$ cat config.mk
export PLATFORM = sky130hd
export DESIGN_NAME = cb_burst_agd
export DESIGN_NICKNAME = d
export VERILOG_FILES = /design/src/rtl/cb_burst_agd.sv
export SDC_FILE = /design/constraint.sdc
export NUM_CORES = 1
export LEC_CHECK = 0
export ABC_AREA = 1
export CAP_MARGIN = 40
export CELL_PAD_IN_SITES_DETAIL_PLACEMENT = 0
export CELL_PAD_IN_SITES_GLOBAL_PLACEMENT = 1
export CORE_UTILIZATION = 46
export DETAILED_ROUTE_END_ITERATION = 8
export GPL_TIMING_DRIVEN = 1
export PLACE_DENSITY_LB_ADDON = 0.1
export SLEW_MARGIN = 25
export SYNTH_ARGS = -nofsm -noshare
export SYNTH_HDL_FRONTEND = slang
export SYNTH_SLANG_ARGS = --single-unit
export TNS_END_PERCENT = 5
$ cat constraint.sdc
create_clock -name clk -period 10.8 [get_ports clk]
set_input_delay 1.08 -clock clk [delete_from_list [all_inputs] [get_ports clk]]
set_output_delay 1.08 -clock clk [all_outputs]
set_load 0.1 [all_outputs]
$ cat src/rtl/cb_burst_agd.sv
// Burst address generator for the banked, group-packed symmetric covariance buffer.
// Latency: element 0 reaches the outputs 4 cycles after request acceptance, then one per cycle.
// Backpressure: out_valid & ~out_ready freezes the burst counters and every pipeline stage.
module cb_burst_agd #(
    parameter int ROW_LEN = 10,
    parameter int GW      = 3,
    parameter int CB_AW   = 17,
    parameter int LEN_W   = 10
) (
    input  logic               clk,
    input  logic               sys_rst,
    input  logic               req_valid,
    output logic               req_ready,
    input  logic [ROW_LEN-1:0] req_row,
    input  logic [ROW_LEN-1:0] req_col,
    input  logic [LEN_W-1:0]   req_len,
    input  logic               req_fold,
    output logic               out_valid,
    input  logic               out_ready,
    output logic [CB_AW-1:0]   out_addr,
    output logic [GW-1:0]      out_bank,
    output logic               out_swapped,
    output logic               out_err,
    output logic               out_last,
    output logic               busy
);

    localparam int KW = ROW_LEN - GW;

    localparam logic [0:0] ST_IDLE  = 1'b0;
    localparam logic [0:0] ST_BURST = 1'b1;

    localparam logic [ROW_LEN-1:0] COL_ONE = 1;
    localparam logic [LEN_W-1:0]   LEN_ONE = 1;
    localparam logic [2*KW-1:0]    K_ONE   = 1;

    logic [0:0]         state;
    logic [ROW_LEN-1:0] b_row;
    logic [ROW_LEN-1:0] b_col;
    logic [LEN_W-1:0]   b_rem;
    logic               b_fold;

    logic stall;
    logic push;

    assign stall = out_valid & ~out_ready;
    assign push  = (state == ST_BURST) & ~stall;

    // S0: issue
    logic               s0_vld;
    logic [ROW_LEN-1:0] s0_row;
    logic [ROW_LEN-1:0] s0_col;
    logic               s0_fold;
    logic               s0_last;

    // S1: folded coordinates split into group/lane
    logic               s1_vld;
    logic [KW-1:0]      s1_k;
    logic [GW-1:0]      s1_i;
    logic [ROW_LEN-1:0] s1_col;
    logic               s1_swp;
    logic               s1_err;
    logic               s1_last;

    // S2: triangular group base
    logic               s2_vld;
    logic [2*KW-1:0]    s2_tri;
    logic [GW-1:0]      s2_i;
    logic [ROW_LEN-1:0] s2_col;
    logic               s2_swp;
    logic               s2_err;
    logic               s2_last;

    assign req_ready = (state == ST_IDLE) & ~sys_rst;
    assign busy      = (state != ST_IDLE) | s0_vld | s1_vld | s2_vld | out_valid;

    // Burst FSM: latch a request, then walk the columns one per unstalled cycle
    always_ff @(posedge clk) begin
        if (sys_rst) begin
            state  <= ST_IDLE;
            b_row  <= '0;
            b_col  <= '0;
            b_rem  <= '0;
            b_fold <= 1'b0;
        end else begin
            case (state)
                ST_IDLE: begin
                    // zero-length requests are consumed here and never reach the pipeline
                    if (req_valid && (req_len != '0)) begin
                        b_row  <= req_row;
                        b_col  <= req_col;
                        b_rem  <= req_len;
                        b_fold <= req_fold;
                        state  <= ST_BURST;
                    end
                end
                default: begin
                    if (!stall) begin
                        b_col <= b_col + COL_ONE;
                        b_rem <= b_rem - LEN_ONE;
                        if (b_rem == LEN_ONE) begin
                            state <= ST_IDLE;
                        end
                    end
                end
            endcase
        end
    end

    // S0 capture: a bubble is inserted whenever the FSM is not pushing
    always_ff @(posedge clk) begin
        if (sys_rst) begin
            s0_vld  <= 1'b0;
            s0_row  <= '0;
            s0_col  <= '0;
            s0_fold <= 1'b0;
            s0_last <= 1'b0;
        end else if (!stall) begin
            s0_vld  <= push;
            s0_row  <= b_row;
            s0_col  <= b_col;
            s0_fold <= b_fold;
            s0_last <= (b_rem == LEN_ONE);
        end
    end

    // Fold decision: an element above the stored block triangle is either mirrored or flagged
    logic               upper;
    logic               do_swap;
    logic [ROW_LEN-1:0] eff_row;
    logic [ROW_LEN-1:0] eff_col;

    always_comb begin
        upper   = s0_col[ROW_LEN-1:GW] > s0_row[ROW_LEN-1:GW];
        do_swap = upper & s0_fold;
        eff_row = do_swap ? s0_col : s0_row;
        eff_col = do_swap ? s0_row : s0_col;
    end

    // S1 register: group index, bank lane and the unshifted column
    always_ff @(posedge clk) begin
        if (sys_rst) begin
            s1_vld  <= 1'b0;
            s1_k    <= '0;
            s1_i    <= '0;
            s1_col  <= '0;
            s1_swp  <= 1'b0;
            s1_err  <= 1'b0;
            s1_last <= 1'b0;
        end else if (!stall) begin
            s1_vld  <= s0_vld;
            s1_k    <= eff_row[ROW_LEN-1:GW];
            s1_i    <= eff_row[GW-1:0];
            s1_col  <= eff_col;
            s1_swp  <= do_swap;
            s1_err  <= upper & ~s0_fold;
            s1_last <= s0_last;
        end
    end

    // k*(k+1) at full width; it is always even so halving is exact
    logic [2*KW-1:0] k_ext;
    logic [2*KW-1:0] prod;

    always_comb begin
        k_ext = {{KW{1'b0}}, s1_k};
        prod  = k_ext * (k_ext + K_ONE);
    end

    // S2 register: triangular number of complete groups preceding row group k
    always_ff @(posedge clk) begin
        if (sys_rst) begin
            s2_vld  <= 1'b0;
            s2_tri  <= '0;
            s2_i    <= '0;
            s2_col  <= '0;
            s2_swp  <= 1'b0;
            s2_err  <= 1'b0;
            s2_last <= 1'b0;
        end else if (!stall) begin
            s2_vld  <= s1_vld;
            s2_tri  <= prod >> 1;
            s2_i    <= s1_i;
            s2_col  <= s1_col;
            s2_swp  <= s1_swp;
            s2_err  <= s1_err;
            s2_last <= s1_last;
        end
    end

    // Final address: each stored group occupies G words per bank, then offset by column
    logic [CB_AW-1:0] addr_c;

    always_comb begin
        addr_c = CB_AW'({s2_tri, {GW{1'b0}}}) + CB_AW'(s2_col);
    end

    // S3 output register: held while the consumer stalls
    always_ff @(posedge clk) begin
        if (sys_rst) begin
            out_valid   <= 1'b0;
            out_addr    <= '0;
            out_bank    <= '0;
            out_swapped <= 1'b0;
            out_err     <= 1'b0;
            out_last    <= 1'b0;
        end else if (!stall) begin
            out_valid   <= s2_vld;
            out_addr    <= addr_c;
            out_bank    <= s2_i;
            out_swapped <= s2_swp;
            out_err     <= s2_err;
            out_last    <= s2_last;
        end
    end

endmodule

==> results.cfg, run 1 <==
[sta]
finalSetupViolCount = 0
rsz0062_at_grt = no
relSlewSlack_pct = 46.0
hold_viol_final = 0
tightestPinTransition_ps = 807
slew_viol_final = 0
setup-tns-final_ps = 0
fmaxAchievable_mhz = 200
min_period_over_period_pct = 46.2
fin_ws_ps = 5810
finalCriticalPeriod_ps = 4990
skew_ps = 9.08

[cells_and_area]
postLayoutCellArea_um2 = 10000
diodes = 0
synthToLayoutAreaGrowth_pct = 19.6
drive_gt1_share_pct = 6.57
final_cell_mix = nand2_1, inv_1, nor2_1, dfxtp_1, o21ai_0
layout_commonest_cell = nand2_1
nNetsFinal = 1386
finalNonFillerCells = 1504
reg.largest.list = out_addr (17), s2_tri (13)
largest_register_ffs = 17
largest-register = out_addr

[yosys]
yosysSeqAreaShare_pct = 31.8
ys_seq_elements = 133
avgSynthCellArea_um2 = 6.90
syn-instance-count = 1214
syn_area_um2 = 8380
yosysWarnings = 0
syn_nets = 1333
ys_types = 37

[global_routing]
grt_max_degree = 68
grt_pass1_wl_mm = 33.0
grt_overflow = 0
grt_usage_pct = 22.3
grt_pass1_vias = 7035
antenna_found_initial = 0

[power_and_ir_drop]
fin_total_pwr_w = 0.00133
p_leak_nw = 5.10
power.density_nw_per_um2 = 133
ir_drop_mv = 0.112

[clock_network]
holdBufCountCts = 0
cts.clk_slew.worst_paths_ps = 60
clk_path_buf_depth = 2
cts_tree = yes
cts-root-buf = clkbuf_16
clock-sinks = 133
cts-buffers-inserted = 17
clk_latency_ps = 430
cts_max_level = 4
cts-resized-gates = 0
cts_setup_buffers = 0

[place]
postPlaceCellArea_um2 = 9460
dpl.hpwl_mm = 13.9
portBuffers = 60
preCtsSetupSlack_ps = 5830
dp_cells = 1473
place.gp.congestion = 0.843

[routing]
routed_wl_mm = 19.5
drt-initial-drc-count = 462
wire_per_inst_um = 12.9
dr.pass1.iters = 5
ant_nets = 0
drc_errors = 0
vias_per_cell = 4.99
vias = 7505

[setup_path]
critical-path-top-delay-family = adder cells
crit_chain = ha_1 > nand3_1 > or2_2 > ha_1 > nor2_1 > fa_1 > fa_1 > fa_1 > inv_1 > fa_1 > inv_1 > ha_1 > a21oi_1 > nor2_1 > nor2_1 > a21o_1 > nand3_1 > nand2_1 > inv_1
path_buf_inv = 3
crit_slowest_cell = dfxtp_1
cp_data_arrival_time_ps = 5310
cp_common_cell = fa_1
endpoint_kind = flop
startpoint_type = flop
required_ps = 11120
slowest_delay_ps = 550
cp_max_fo = 10
worstSetupPathType = flop to flop

[floorplanning]
die_x_um = 137
placementRows = 48
pin_count = 61
die-area_um2 = 18800
start_util_pct = 47.8
design.core.area_um2 = 17500
dieHeight_um = 137

[run]
drv_cap = 0

[outcome]
outcome = complete, no violations

[min_path]
hp-class = flop to flop
## power by group
part	internal (W)	leakage, nW	switching [W]
clock	0.000324	0.274	0.000228
sequential	0.000522	1.09	0.0000280
combinational	0.0000855	3.74	0.000145
total	0.000931	5.10	0.000401
## worst register-to-register path, cell delays in order, from the launching register on
cell and delay [ps]:
dfxtp_1 550, ha_1 240, nand3_1 100, or2_2 290
ha_1 340, nor2_1 160, fa_1 440, fa_1 470
fa_1 540, inv_1 50, fa_1 530, inv_1 40
ha_1 350, a21oi_1 310, nor2_1 70, nor2_1 120
a21o_1 130, nand3_1 60, nand2_1 70, inv_1 30
## layer usage
metal,wire [um],global-route usage [%]
met1,9480,28.4
met2,9270,38.4
met3,435,3.48
met4,282,7.14
met5,0,0
## synthesized netlist by cell type (all sizes together)
master | number | area [um^2]
nand2 | 218 | 823
inv | 188 | 706
nor2 | 165 | 622
dfxtp | 133 | 2660
o21ai | 121 | 606
nand3 | 91 | 468
a21oi | 70 | 350
ha | 55 | 688
buf | 31 | 168
fa | 29 | 581
nand4 | 29 | 181
clkbuf | 27 | 103
or2 | 13 | 81.3
o21bai | 10 | 86.3
nor3 | 9 | 50.1
xor2 | 7 | 61.3
xnor2 | 4 | 35.0
mux2i | 3 | 30.0
nand3b | 3 | 22.5
o211ai | 2 | 15.0
o31ai | 2 | 15.0
a21o | 1 | 7.51
and3 | 1 | 6.26
nor3b | 1 | 7.51
o22ai | 1 | 6.26
## path summary, 6_finish.rpt
kind / slack [ps] / startpoint / endpoint / cells past startpoint
setup / recovery: 5810 / s1_k[0] / s2_tri[9] / 19
hold / removal: 440 / b_row[4] / b_row[4] / 2
setup reg to reg: 5810 / s1_k[0] / s2_tri[9] / 19
hold reg to reg: 440 / b_row[4] / b_row[4] / 2
## cells by family after synthesis
group	count (synthesis)	share of synthesized area (%)
mux	3	0.358
compound gates	207	13.0
xor+xnor	11	1.15
flops	133	31.8
buf+inv	246	11.6
simple gates	530	27.0
fa+ha+maj	84	15.1
## through the flow
step           util [%]  hold slack [ps]
4_1_cts            57.1              445
3_3_place_gp       51.5              430
6_report           57.1              443
5_1_grt            57.1              463
2_1_floorplan         -              420
3_5_place_dp       53.9              435
## cell type report
class,instances,area (um^2)
inverter,188,707
multi-input combinational,835,4750
sequential,133,2660
clock buffer,18,439
tap,225,282
timing repair buffer,92,1060
fill,1754,7520
clock inverter,13,121
No activity file was read; power rests on OpenSTA's default activity.
==> inputs of run 2 (changes only) <==
--- a/config.mk
+++ b/config.mk
@@ -9,7 +9,7 @@
 export CAP_MARGIN = 40
 export CELL_PAD_IN_SITES_DETAIL_PLACEMENT = 0
 export CELL_PAD_IN_SITES_GLOBAL_PLACEMENT = 1
-export CORE_UTILIZATION = 46
+export CORE_UTILIZATION = 39
 export DETAILED_ROUTE_END_ITERATION = 8
 export GPL_TIMING_DRIVEN = 1
 export PLACE_DENSITY_LB_ADDON = 0.1
==> constraint.sdc (replaced) <==
create_clock -name clk -period 4.45 [get_ports clk]
set_input_delay 0.445 -clock clk [delete_from_list [all_inputs] [get_ports clk]]
set_output_delay 0.445 -clock clk [all_outputs]
set_load 0.1 [all_outputs]
==> results.cfg, run 2 (synthesized netlist as in run 1, its figures left out) <==
[clock_network]
clk_path_buf_depth = 2
clk_latency_ps = 430
cts.clk_slew.worst_paths_ps = 70
cts_max_level = 4
cts-buffers-inserted = 17
clock-sinks = 133
cts_tree = yes
cts-root-buf = clkbuf_16
holdBufCountCts = 0

[sta]
fmaxAchievable_mhz = 228
relSlewSlack_pct = 48.6
tightestPinTransition_ps = 769
slew_viol_final = 0
hold_viol_final = 0
skew_ps = 15.1
finalSetupViolCount = 0
rsz0062_at_grt = yes
min_period_over_period_pct = 98.6
finalCriticalPeriod_ps = 4390
holdWs_ps = 443
fin_ws_ps = 63.4

[routing]
dr.pass1.iters = 5
ant_nets = 0
drc_errors = 0
drt-initial-drc-count = 426
vias = 7681
routed_wl_mm = 21.2
wire_per_inst_um = 13.3
vias_per_cell = 4.83

[setup_path]
cp_data_arrival_time_ps = 4710
cp_max_fo = 4
r2r-end = s2_tri[12]
endpoint_kind = flop
startpoint_type = flop
required_ps = 4770
worstRegToRegCells = 26
ff2ff_setup_slack_ps = 60
worstSetupPathType = flop to flop
timing.rr.start = s1_k[1]

[cells_and_area]
diodes = 0
nNetsFinal = 1422
finalNonFillerCells = 1591
largest-register = out_addr
layout_commonest_cell = nand2_1
largest_register_ffs = 17
final_cell_mix = nand2_1, inv_1, nor2_1, dfxtp_1, o21ai_0
drive_gt1_share_pct = 12.5
synthToLayoutAreaGrowth_pct = 27.9
postLayoutCellArea_um2 = 10700
n_fill_cell = 2146
reg.largest.list = out_addr (17), s2_tri (13)

[power_and_ir_drop]
seqPwrFrac_pct = 38.7
power_switching_share_pct = 31.2
intPower_w = 0.00237
p_clk_share_pct = 43.6
p_switching_w = 0.00107
pwr-share-comb_pct = 17.7
p_leak_nw = 5.33
power.density_nw_per_um2 = 321
ir_drop_mv = 0.229

[place]
postPlaceCellArea_um2 = 9820
place.gp.congestion = 0.810
dp_cells = 1555
portBuffers = 60
dpl.hpwl_mm = 15.3
preCtsSetupSlack_ps = -161

[min_path]
hold_end = b_row[4]
hp-class = flop to flop
holdCritStartpoint = b_row[4]
hold_depth = 2

[floorplanning]
placementRows = 53
dieHeight_um = 149
design.core.area_um2 = 21000
die-area_um2 = 22100
start_util_pct = 39.9
pin_count = 61
die_x_um = 149

[global_routing]
grt_pass1_vias = 7471
grt_usage_pct = 20.6
grt_overflow = 0
grt_pass1_wl_mm = 36.3
antenna_found_initial = 0
grt_max_degree = 72

[outcome]
outcome = complete, no violations

[run]
drv_cap = 0
run 2: cell types whose count changed in the layout (fill, tap and decap cells not counted), moves of 8 or more:
cell | previous run | this run
buf_4 | 5 | 39
ha_4 | 0 | 13
ha_1 | 55 | 42
nand2_1 | 216 | 208
nor2_1 | 164 | 156
run 2: layer usage:
metal	GRT usage [%]	up-vias	part of all wire (%)
met4	5.62	0	1.0
met1	27.0	3534	48
met3	3.16	16	2.3
met5	0	-	0
li1	-	4052	-
met2	34.8	79	49
run 2: layout make-up:
class / count / area [um^2] / share of cell area [%]
Multi-Input combinational cell: 835 / 5020 / 46.8
Sequential cell: 133 / 2670 / 24.9
Tap cell: 275 / 344 / 3.21
Clock inverter: 15 / 199 / 1.86
Inverter: 188 / 708 / 6.60
Clock buffer: 17 / 425 / 3.97
Timing Repair Buffer: 128 / 1360 / 12.7
run 2: critical path, cell delays in order (launching register included):
cell     delay, ps
dfxtp_4        380
buf_6          100
nand3_4         70
nor2_4         120
nand2_2         70
ha_4           280
nor2_1          60
fa_1           560
inv_2           40
fa_1           540
inv_2           40
fa_1           490
inv_2           40
fa_1           480
inv_2           40
ha_4           290
nand2_2         50
nand2_2        100
nand2_1         70
nand2_1         70
nand2_2         50
nand2_1         60
nor2_1          40
nand2_1         50
nand3_1         60
nand2_1         80
inv_1           30
run 2: how the worst max path moves through the flow:
stage / slack [ps] / start / depth (start not counted) / end
after floorplan: 20 / s1_k[1] / 19 / s2_tri[8]
after global placement: -90 / s1_k[0] / 21 / s2_tri[12]
after detailed placement: -160 / s1_k[0] / 23 / s2_tri[12]
after CTS: -9 / s1_k[1] / 21 / s2_tri[12]
after global routing: -190 / s1_k[1] / 23 / s2_tri[12]
final: 60 / s1_k[1] / 26 / s2_tri[12]
run 2: power by group through the flow:
stage / combinational (W) / sequential [W] / clock (W)
2_1_floorplan: 0.000358 / 0.00139 / 0
3_3_place_gp: 0.000560 / 0.00136 / 0
3_5_place_dp: 0.000598 / 0.00136 / 0
4_1_cts: 0.000607 / 0.00133 / 0.00154
5_1_grt: 0.000687 / 0.00134 / 0.00159
6_report: 0.000611 / 0.00133 / 0.00150
run 2: repair_timing:
| action | in CTS | in global routing |
|---|---|---|
| endpoints found under the hold margin | 0 | 0 |
| buffers inserted | 1 | 3 |
| pin swaps | 5 | 28 |
| setup endpoints to repair | 7 | 7 |
| gates resized for setup | 11 | 42 |
run 2: through the flow:
step | setup TNS, ps | total power (W) | util, %
CTS | -8.90 | 0.00348 | 50.1
global route | -875 | 0.00362 | 51.0
detailed placement | -814 | 0.00196 | 46.7
finish | 0 | 0.00345 | 51.0
floorplan | 0 | 0.00175 | -
global placement | -441 | 0.00192 | 44.6
==> inputs of run 3 (changes only) <==
--- a/config.mk
+++ b/config.mk
@@ -9,8 +9,9 @@
 export CAP_MARGIN = 40
 export CELL_PAD_IN_SITES_DETAIL_PLACEMENT = 0
 export CELL_PAD_IN_SITES_GLOBAL_PLACEMENT = 1
-export CORE_UTILIZATION = 39
+export CORE_UTILIZATION = 42
 export DETAILED_ROUTE_END_ITERATION = 8
+export DONT_BUFFER_PORTS = 1
 export GPL_TIMING_DRIVEN = 1
 export PLACE_DENSITY_LB_ADDON = 0.1
 export SLEW_MARGIN = 25
==> results.cfg, run 3 (synthesized netlist as in run 1, its figures left out) <==
[power_and_ir_drop]
power.density_nw_per_um2 = 323
seqPwrFrac_pct = 41.4
p_clk_share_pct = 41.5
power_switching_share_pct = 31.9
fin_total_pwr_w = 0.00323
ir_drop_mv = 0.284
pwr-share-comb_pct = 17.1
intPower_w = 0.00220
p_switching_w = 0.00103
p_leak_nw = 5.08

[setup_path]
path_buf_inv = 4
worstRegToRegCells = 23
critical-path-top-delay-family = adder cells
crit_slowest_cell = fa_1
startpoint_type = flop
endpoint_kind = flop
path_depth = 23
required_ps = 4770
timing.rr.start = s1_k[0]
r2r-end = s2_tri[12]
cp_data_arrival_time_ps = 4690
ff2ff_setup_slack_ps = 80
worstSetupPathType = flop to flop
crit_chain = ha_4 > nand3_2 > or2_4 > ha_4 > nor2_4 > fa_1 > fa_1 > fa_1 > inv_2 > fa_1 > inv_2 > ha_4 > nand2_4 > inv_2 > nand2_1 > nand2_1 > nand2_2 > nand2_2 > nor2_2 > nand2_1 > nand3_1 > nand2_1 > inv_1
slowest_delay_ps = 560
cp_max_fo = 5

[global_routing]
grt_max_degree = 78
grt_overflow = 0
grt_usage_pct = 21.2
grt_pass1_vias = 7100
grt_pass1_wl_mm = 34.4
antenna_found_initial = 0

[sta]
rsz0062_at_grt = yes
min_period_over_period_pct = 98.3
hold_viol_final = 0
finalSetupViolCount = 0
tightestPinTransition_ps = 809
setup-tns-final_ps = 0
skew_ps = 16.1
finalCriticalPeriod_ps = 4370
slew_viol_final = 0
relSlewSlack_pct = 45.9
holdWs_ps = 81.5
fmaxAchievable_mhz = 229

[floorplanning]
dieHeight_um = 143
placementRows = 51
pin_count = 61
start_util_pct = 42.9
die_x_um = 143
design.core.area_um2 = 19500
die-area_um2 = 20500

[routing]
vias_per_cell = 4.92
vias = 7460
dr.pass1.iters = 4
ant_nets = 0
drt-initial-drc-count = 367
routed_wl_mm = 20.3
drc_errors = 0
wire_per_inst_um = 13.4

[cells_and_area]
n_fill_cell = 2060
largest_register_ffs = 17
reg.largest.list = out_addr (17), s2_tri (13)
final_util_pct = 51.3
finalNonFillerCells = 1516
largest-register = out_addr
layout_commonest_cell = nand2_1
synthToLayoutAreaGrowth_pct = 19.4
nNetsFinal = 1357
drive_gt1_share_pct = 13.5
final_cell_mix = nand2_1, inv_1, nor2_1, dfxtp_1, o21ai_0
diodes = 0

[clock_network]
cts-root-buf = clkbuf_16
cts-buffers-inserted = 17
cts_tree = yes
clk_path_buf_depth = 2
clock-sinks = 133
clk_latency_ps = 430
cts.clk_slew.worst_paths_ps = 70
cts_max_level = 4

[place]
dpl.hpwl_mm = 14.6
dp_cells = 1480
place.gp.congestion = 0.829
portBuffers = 0

[min_path]
hold_end = s0_last
hold_depth = 1
hp-class = primary input to flop
holdCritStartpoint = sys_rst

[outcome]
outcome = complete, no violations

[run]
drv_cap = 0
run 3: routing by layer:
layer	global-route usage (%)	wire, um	vias up
li1	-	-	3933
met1	27.5	9810	3418
met2	36.1	9810	93
met3	3.15	450	16
met4	6.66	219	0
met5	0	0	-
run 3: layout make-up:
class | count | area [um^2] | area share, %
flip-flops and latches | 133 | 2670 | 26.7
multi-input cells | 835 | 5020 | 50.2
clock buffers | 17 | 425 | 4.25
repair buffers | 63 | 718 | 7.17
clock inverters | 15 | 134 | 1.34
inverters | 188 | 708 | 7.07
well taps | 265 | 332 | 3.31
run 3: power by group through the flow:
stage	Combinational, W	Clock (W)	Sequential [W]
3_5_place_dp	0.000540	0	0.00136
2_1_floorplan	0.000358	0	0.00139
6_report	0.000554	0.00134	0.00134
4_1_cts	0.000549	0.00138	0.00134
5_1_grt	0.000627	0.00142	0.00135
3_3_place_gp	0.000447	0	0.00142
run 3: worst register-to-register path: cells and delay by family, from the launching register on:
kind                     cells  cell delay (ps)
adder cells (fa/ha/maj)      7             2760
buffers and inverters        4              190
flip-flops                   1              380
AND/OR/NAND/NOR             12              940
run 3: worst max-delay path by stage:
stage                 start         end  slack (ps)
finish              s1_k[0]  s2_tri[12]          80
detailed placement  s1_k[0]  s2_tri[10]        -150
global route        s1_k[0]  s2_tri[12]        -130
global placement    s1_k[0]  s2_tri[11]        -140
floorplan           s1_k[1]   s2_tri[8]          20
CTS                 s1_k[0]  s2_tri[12]          -7
run 3: timing repair:
item / 4_1_cts / 5_1_grt
pin swaps: 4 / 29
endpoints found under the hold margin: 0 / 0
setup buffers: 0 / 3
hold buffers: 0 / 0
setup endpoints to repair: 7 / 8
gates resized for setup: 20 / 43
run 3: through the flow:
stage,instance area (um^2),setup slack [ps]
final,10000,75.1
after detailed placement,9160,-147
after CTS,9820,-7.29
after floorplan,8420,24.1
after global placement,8750,-138
after global routing,10000,-134
